## config.mk

```make
export PLATFORM = sky130hd
export DESIGN_NAME = mul_div_iter
export DESIGN_NICKNAME = d
export VERILOG_FILES = /design/src/rtl/mul_div_iter.sv
export SDC_FILE = /design/constraint.sdc
export NUM_CORES = 1
export LEC_CHECK = 0
export CAP_MARGIN = 30
export CORE_AREA = 2 2 157 190
export DETAILED_ROUTE_END_ITERATION = 10
export DIE_AREA = 0 0 159 192
export GPL_TIMING_DRIVEN = 1
export MAX_ROUTING_LAYER = met4
export PLACE_DENSITY = 0.78
export SLEW_MARGIN = 20
export SYNTH_ARGS = -nofsm -noshare
export SYNTH_HDL_FRONTEND = slang
export SYNTH_SLANG_ARGS = --single-unit
```

## constraint.sdc

```tcl
create_clock -name clock -period 3.6 [get_ports clock]
set_input_delay 0.54 -clock clock [delete_from_list [all_inputs] [get_ports clock]]
set_output_delay 0.54 -clock clock [all_outputs]
set_load 0.005 [all_outputs]
```

## src/rtl/mul_div_iter.sv

```systemverilog
// mul_div_iter: iterative RV32M multiply/divide, one bit per cycle, valid/ready request and response.
module mul_div_iter #(
  parameter int XLEN  = 32,
  parameter int TAG_W = 5
) (
  input  logic             clock,
  input  logic             reset_n,
  input  logic             io_req_valid,
  output logic             io_req_ready,
  input  logic [3:0]       io_req_fn,
  input  logic [XLEN-1:0]  io_req_in1,
  input  logic [XLEN-1:0]  io_req_in2,
  input  logic [TAG_W-1:0] io_req_tag,
  input  logic             io_kill,
  output logic             io_resp_valid,
  input  logic             io_resp_ready,
  output logic [XLEN-1:0]  io_resp_data,
  output logic [TAG_W-1:0] io_resp_tag
);
  typedef enum logic [1:0] {IDLE, BUSY, FIX, DONE} state_t;
  state_t state, state_nx;
  logic [63:0] p, step, prod;
  logic [31:0] d, abs1, abs2, res, q, r;
  logic [32:0] add_s, sub_t, sub_d;
  logic [4:0]  cnt;
  logic [2:0]  fn;
  logic        s1, neg, dz, sg1, sg2, is_div;
  assign is_div = io_req_fn[2];
  assign sg1 = (io_req_fn[2:0] == 3'd1 || io_req_fn[2:0] == 3'd2 ||
                io_req_fn[2:0] == 3'd4 || io_req_fn[2:0] == 3'd6) && io_req_in1[31];
  assign sg2 = (io_req_fn[2:0] == 3'd1 || io_req_fn[2:0] == 3'd4 ||
                io_req_fn[2:0] == 3'd6) && io_req_in2[31];
  assign abs1 = sg1 ? -io_req_in1 : io_req_in1;
  assign abs2 = sg2 ? -io_req_in2 : io_req_in2;
  // p holds {accumulator, multiplier} for mul and {remainder, dividend/quotient} for div
  assign add_s = {1'b0, p[63:32]} + {1'b0, p[0] ? d : 32'd0};
  assign sub_t = p[63:31];
  assign sub_d = sub_t - {1'b0, d};
  assign step  = !fn[2] ? {add_s, p[31:1]} :
                 sub_d[32] ? {sub_t[31:0], p[30:0], 1'b0} : {sub_d[31:0], p[30:0], 1'b1};
  assign prod = neg ? -p : p;
  assign q    = p[31:0];
  assign r    = p[63:32];
  // a zero divisor yields all-ones quotient unsigned, and |in1| re-signed gives in1 back
  assign res  = !fn[2] ? (fn[1:0] == 2'd0 ? prod[31:0] : prod[63:32]) :
                fn[1] ? (s1 ? -r : r) : ((neg && !dz) ? -q : q);
  assign io_req_ready  = state == IDLE;
  assign io_resp_valid = state == DONE;
  always_comb begin
    state_nx = state;
    case (state)
      IDLE:    state_nx = io_req_valid ? BUSY : IDLE;
      BUSY:    state_nx = cnt == 5'd31 ? FIX : BUSY;
      FIX:     state_nx = DONE;
      default: state_nx = io_resp_ready ? IDLE : DONE;
    endcase
    if (io_kill && state != IDLE) state_nx = IDLE;
  end
  always_ff @(posedge clock or negedge reset_n) begin
    if (!reset_n) begin
      state        <= IDLE;
      p            <= '0;
      d            <= '0;
      cnt          <= '0;
      fn           <= '0;
      s1           <= 1'b0;
      neg          <= 1'b0;
      dz           <= 1'b0;
      io_resp_data <= '0;
      io_resp_tag  <= '0;
    end else begin
      state <= state_nx;
      if (state == IDLE && io_req_valid) begin
        p           <= {32'd0, is_div ? abs1 : abs2};
        d           <= is_div ? abs2 : abs1;
        cnt         <= '0;
        fn          <= io_req_fn[2:0];
        s1          <= sg1;
        neg         <= sg1 ^ sg2;
        dz          <= io_req_in2 == '0;
        io_resp_tag <= io_req_tag;
      end
      if (state == BUSY) begin
        p   <= step;
        cnt <= cnt + 5'd1;
      end
      if (state == FIX) io_resp_data <= res;
    end
  end
endmodule

```

After elaboration in Yosys (flattened, before gate mapping)
Cells that the tools add are included.

cells by class
  add/subtract/negate cells = 8
  multipliers = 0
  div/mod/pow operators = 0
  $lt $le $gt $ge = 0
  equal/unequal tests = 8
  shift-type cells = 0
  muxes and demuxes = 22
  bitwise operators = 1
  reduce and logical (&&, ||, !) cells = 16

operator list
  kind                                                             count
  32-bit 2-to-1 mux                                                10
  64-bit 2-to-1 mux                                                5
  32-bit negation                                                  4
  64-bit negation                                                  1
  32-bit by 32-bit adder with 33-bit output                        1
  33-bit by 32-bit subtractor with 33-bit output                   1
  32-bit logical NOT                                               1
  5-bit 2-to-1 mux                                                 2
  3-bit == test, second input constant                             2
  2-bit 2-to-1 mux                                                 3
  2-bit one-hot mux with 3 select lines                            1
  5-bit by 1-bit adder with 5-bit output, second input constant    1
  5-bit == test, second input constant                             1
  1-bit logical AND                                                5
  1-bit logical OR                                                 5
  2-bit == test, second input constant                             2
  2-bit logical NOT                                                2
  2-bit nonzero test                                               2
  3-bit by 1-bit == test with 1-bit output, second input constant  1
  3-bit by 2-bit == test with 1-bit output, second input constant  1
  2-bit by 1-bit == test with 1-bit output, second input constant  1
  1-bit logical NOT                                                1
  1-bit 2-to-1 mux                                                 1
  1-bit XOR                                                        1

storage, ports and cells
  register bits = 146
  bits in latches = 0
  memory bits (writable) = 0
  ROM bits = 0
  input port bits = 78
  output and inout port bits = 39
  logic and storage cells = 65
  memories = 0

Logic depth before layout (Yosys ltp)
  word-level depth = 9
  gate-level depth with buffers = 15
  mapped depth without buffers = 13

Worst setup path before layout
OpenSTA, ideal clock, no wires.

  path type = reg2reg
  from = register p[0]
  to = register io_resp_data[30]
  library setup time = 0.083 ns
  arrival = 3.298 ns
  data required time = 3.517 ns
  path slack = 0.219 ns
  cell stages (with the launch flop) = 15
  buffers on the path = 4
  period minus slack after synthesis = 3.381 ns
  cells stage by stage = dfrtp_1 > clkbuf_1 > inv_1 > clkbuf_1 > ha_1 > or4b_1 > clkbuf_1 > nor4_4 > nand3_1 > clkbuf_1 > o41ai_1 > xor2_1 > a211oi_1 > a21oi_1 > o21ai_0

on the way
  longest elaborated chain between the ends = 4
  elaborated cells between the ends (all ways) = 7
  classes of those cells = add/sub (2); mux (5)

RTL lines
  item                                                    line    RTL
  from (decl)                                             22      logic [63:0] p, step, prod;
  from (signal assigned)                                  74      p <= {32'd0, is_div ? abs1 : abs2};
  from (signal assigned)                                  84      p <= step;
  64-bit negation or 32-bit negation (tied branches)      41, 46
  64-bit 2-to-1 mux or 32-bit 2-to-1 mux (tied branches)  41, 46
  32-bit 2-to-1 mux (on tied branches)                    45, 46
  32-bit 2-to-1 mux *                                     45      assign res = !fn[2] ? (fn[1:0] == 2'd0 ? prod[31:0] : prod[63:32]) :
  to (signal assigned)                                    87      if (state == FIX) io_resp_data <= res;
  to (decl)                                               17      output logic [XLEN-1:0] io_resp_data,

Mark *: on every way between the ends. The rest lies on a longest branch, timed or not.
A chain may end at the register's enable or synchronous reset.

Worst setup path after layout
  from = register p[31]
  to = register p[49]

on the way
  longest elaborated chain between the ends = 4

RTL lines
  item                                            line  RTL
  33-bit by 32-bit subtractor with 33-bit output  38    assign sub_d = sub_t - {1'b0, d};
  64-bit 2-to-1 mux                               40    sub_d[32] ? {sub_t[31:0], p[30:0], 1'b0} : {sub_d[31:0], p[30:0], 1'b1};
  64-bit 2-to-1 mux                               39    assign step = !fn[2] ? {add_s, p[31:1]} :
  64-bit 2-to-1 mux                               83    if (state == BUSY) begin

No other way between the ends.

==> impl_metrics.toml <==
[synth]
mappedNetlistNets = 2268
synth.cell_area_mm2 = 0.01559
yosysMostFrequentCell = "sky130_fd_sc_hd__nand2_1"
synth_top_family_by_area = "compound AO/OA/AOI/OAI gates"
multiplexer_share_of_the_synthesized_area = 0.03290
adder_cell_fraction_of_synth_area = 0.05874
synth-async-reset-ratio = 1.000
yosysSeqAreaShare = 0.2343
synth_compound_area_frac = 0.2737
syn-mean-instance-area_um2 = 7.362
synth_top_cell_by_area = "sky130_fd_sc_hd__dfrtp_1"
synth.top_cells.by_count = "239 x sky130_fd_sc_hd__nand2_1, 215 x sky130_fd_sc_hd__nor2_1, 202 x sky130_fd_sc_hd__a21oi_1"
number_of_synthesized_flops_with_an_enable_pin = 0
yosys_most_used_dff = "sky130_fd_sc_hd__dfrtp_1"
synth_xor_xnor_area_share = 0.1264
count_of_synthesis_stage_warnings_from_yosys = 0
ys_seq_elements = 146
post_synth_num_cell_types = 92
post_synth_inst_count = 2118
post_synth_main_area_contributors = "sky130_fd_sc_hd__dfrtp_1 23%, sky130_fd_sc_hd__xor2_1 6.6%, sky130_fd_sc_hd__a21oi_1 6.5%, sky130_fd_sc_hd__o21ai_0 6.4%, sky130_fd_sc_hd__xnor2_1 6.1%"
synthDominantCellAreaShare = 0.2343
synth_simple_gate_area_frac = 0.2081

[worst_setup_path]
reg2reg_depth = 13
timing.reg2reg.setup_slack_ns = 0.09
reg_to_reg_end = "p[49]"
timing.critical_path.to_type = "flop"
crit_slowest_cell = "sky130_fd_sc_hd__or4b_4"
rr_startpoint = "p[31]"
crit_fanout = 9
max_stage_delay_ns = 0.59
cp.arrival_ns = 3.84
critical_path.cell_chain = "inv_1, ha_2, fa_2, nand2b_4, a21oi_2, o311a_4, or4b_4, a211o_1, nand3_2, buf_12, mux2i_1, o221ai_1, a311o_1"
setup.worst_path.class = "flop to flop"
startpoint_type = "flop"
required_time_worst_endpoint_ns = 3.93

[floorplan]
full_die_area_mm2 = 0.03053
num_io_pins = 117
die_x_um = 159
fp-row-count = 68
die-height_um = 192
coreArea_mm2 = 0.02859
floorplan.initialDensity = 0.5454

[power]
power_mw = 14.17
leakage_nw = 7.839
switching_share_of_power = 0.5124
p_clk_frac = 0.130
pwr-share-comb = 0.687
power.density_mw_per_mm2 = 772.6
cell_internal_pwr_mw = 6.910
power.ir.vdd_worst_mv = 0.4877
p_seq_frac = 0.183
switchingPower_mw = 7.263

[final_layout]
fin_area_mm2 = 0.01834
post_layout_nonfiller_instances = 2627
final_net_count = 2379
post-route-util = 0.6417
area_growth_syn_to_layout_pct = 17.65
post_route_cells_drive_above_1_share = 0.1079
antenna_cells_inserted = 0

[global_route]
grt_start_max_net_pins = 77
grt_pass1_vias = 15622
grt_pass1_wl_um = 88140
grtUsageTotal = 0.3828
global_route.overflow_total = 0
grt_antenna_before_repair = 0

[routing]
dr_total_vias = 16569
vias_per_cell = 6.307
wire_per_inst_um = 21.68
drt_drc_violations_left = 0
detailedRoute.firstPassIterationCount = 6
detail_route.iter0.violations = 1510
routed_wl_um = 56940
ant_nets = 0

[timing]
timing.final.crit_period_ns = 3.511
fmax_mhz = 284.9
max-slew-margin-rel = 0.3242
whs_ns = 0.03746
max_slew.worst_pin.slew_ns = 1.004
hold_violations = 0
final.period_utilization = 0.9752
slew_viol_final = 0
clock_skew_ns = 0.01869
finalSetupViolations = 0

[placement]
post_dp_cell_area_mm2 = 0.01768
port-buffer-count = 115
rd_place_congestion = 1.046
hpwlAfterDp_um = 44790
dp.cells = 2594

[hold_path]
hold_class = "primary input to async pin"

[cts]
cts_tree = "built"
clk_transition_reported_paths_ns = 0.08
buffer_type_at_the_clock_tree_root = "sky130_fd_sc_hd__clkbuf_16"
clockBufferDepth = 2
cts.sinks = 146
cts.htree.levels = 4
worst_skew_pair.late_latency_ns = 0.46
cts_made_buffers = 17

[run_status]
status = "completed"

[run]
maxCapViolations = 0
## final cells by class
type,instances,area [um2]
clock inverters,15,176.4
fillers,2621,10240
well taps,385,481.7
inverters,64,240.2
clock buffers,17,425.4
multi-input cells,1730,10990
flip-flops and latches,146,3659
repair buffers,270,2369
## registers in the layout, summed over array words and instances (netlist names)
| signal | flops |
|---|---|
| cnt | 5 |
| d | 32 |
| dz | 1 |
| fn | 3 |
| io_resp_data | 32 |
| io_resp_tag | 5 |
| neg | 1 |
| p | 64 |
| s1 | 1 |
| state | 2 |
## placed cells by master (no fill, tap or decap), types with 6 or more instances in the layout
master                            Yosys  routed
sky130_fd_sc_hd__a22oi_1             17      17
sky130_fd_sc_hd__o41ai_1              8       8
sky130_fd_sc_hd__o221ai_1             9       9
sky130_fd_sc_hd__a211oi_1            61      60
sky130_fd_sc_hd__xor2_1             117     117
sky130_fd_sc_hd__o31ai_1             32      32
sky130_fd_sc_hd__nor4_1              16      16
sky130_fd_sc_hd__o21ai_0            199     199
sky130_fd_sc_hd__a31oi_1             27      26
sky130_fd_sc_hd__nor2b_1             17      16
sky130_fd_sc_hd__ha_1                70      69
sky130_fd_sc_hd__clkbuf_16            0      17
sky130_fd_sc_hd__nand2b_1            23      22
sky130_fd_sc_hd__xnor2_1            108     108
sky130_fd_sc_hd__dfrtp_1            146     144
sky130_fd_sc_hd__and3_1              13      13
sky130_fd_sc_hd__or4_1               13      13
sky130_fd_sc_hd__and2_1              11      10
sky130_fd_sc_hd__inv_1               64      64
sky130_fd_sc_hd__buf_4                2     150
sky130_fd_sc_hd__o21a_1               7       7
sky130_fd_sc_hd__nand2_1            239     238
sky130_fd_sc_hd__or2_2               10      10
sky130_fd_sc_hd__nor2_1             215     213
sky130_fd_sc_hd__clkdlybuf4s50_1      0     113
sky130_fd_sc_hd__or3_1               21      21
sky130_fd_sc_hd__nand4_1             15      15
sky130_fd_sc_hd__inv_8                0       7
sky130_fd_sc_hd__a21oi_1            202     201
sky130_fd_sc_hd__o211ai_1            31      31
sky130_fd_sc_hd__a221oi_1             6       6
sky130_fd_sc_hd__mux2i_1             49      49
sky130_fd_sc_hd__nor3_1              37      37
sky130_fd_sc_hd__nand3_1             26      25
sky130_fd_sc_hd__a21o_1              24      24
## kinds of logic (layout without fill, tap and decap cells)
family	Yosys count	count (layout)
adder cells (fa/ha/maj)	72	72
AND/OR/NAND/NOR	692	692
XOR/XNOR	225	225
buffers and inverters	242	366
multiplexers	51	51
AO/OA/AOI/OAI	690	690
flip-flops	146	146
## per-stage QoR
step / setup slack [ns] / TNS (ns)
5_1_grt: -0.005649 / -0.008392
3_5_place_dp: -0.03803 / -0.04152
2_1_floorplan: 0.2193 / 0
4_1_cts: 0.03075 / 0
6_report: 0.08942 / 0
3_3_place_gp: -0.01835 / -0.01835
## power by group through the flow
stage / clock [mW] / combinational, mW / sequential [mW]
detailed placement: 0 / 9.34 / 2.61
global route: 1.93 / 10.5 / 2.65
floorplan: 0 / 6.65 / 2.37
CTS: 1.87 / 9.40 / 2.57
global placement: 0 / 9.19 / 2.59
finish: 1.85 / 9.73 / 2.60
## routing by layer
layer,track usage,vias up,wire length [um]
met5,-,-,0
met4,0.1923,0,3097
met3,0.04902,143,4486
met2,0.6254,752,26570
met1,0.4693,7906,22790
li1,-,7768,-
## worst max path at each step
stage                        from               end  slack [ns]  cells past startpoint
detailed placement  io_req_in1[1]             p[22]       -0.04                     11
global route                p[31]             p[49]      -0.006                     13
finish                      p[31]             p[49]        0.09                     13
global placement    io_req_in1[1]             p[22]       -0.02                     11
CTS                         p[31]             p[61]        0.03                     12
floorplan                    p[0]  io_resp_data[30]        0.22                     14
## repair_timing
item                                    CTS  global route
buffers inserted                          0             1
resized for setup                         0            11
hold buffers                              0             0
endpoints found under the setup margin    0            21
## critical path, delay by kind of cell (launching register included)
family	cells	cell delay, ns
muxes	1	0.18
DFF	1	0.39
AOI/OAI and AO/OA	5	1.31
and+or+nand+nor	3	0.84
adders and majority gates	2	0.42
buffers and inverters	2	0.23
Power figures use the tool's default switching activity.
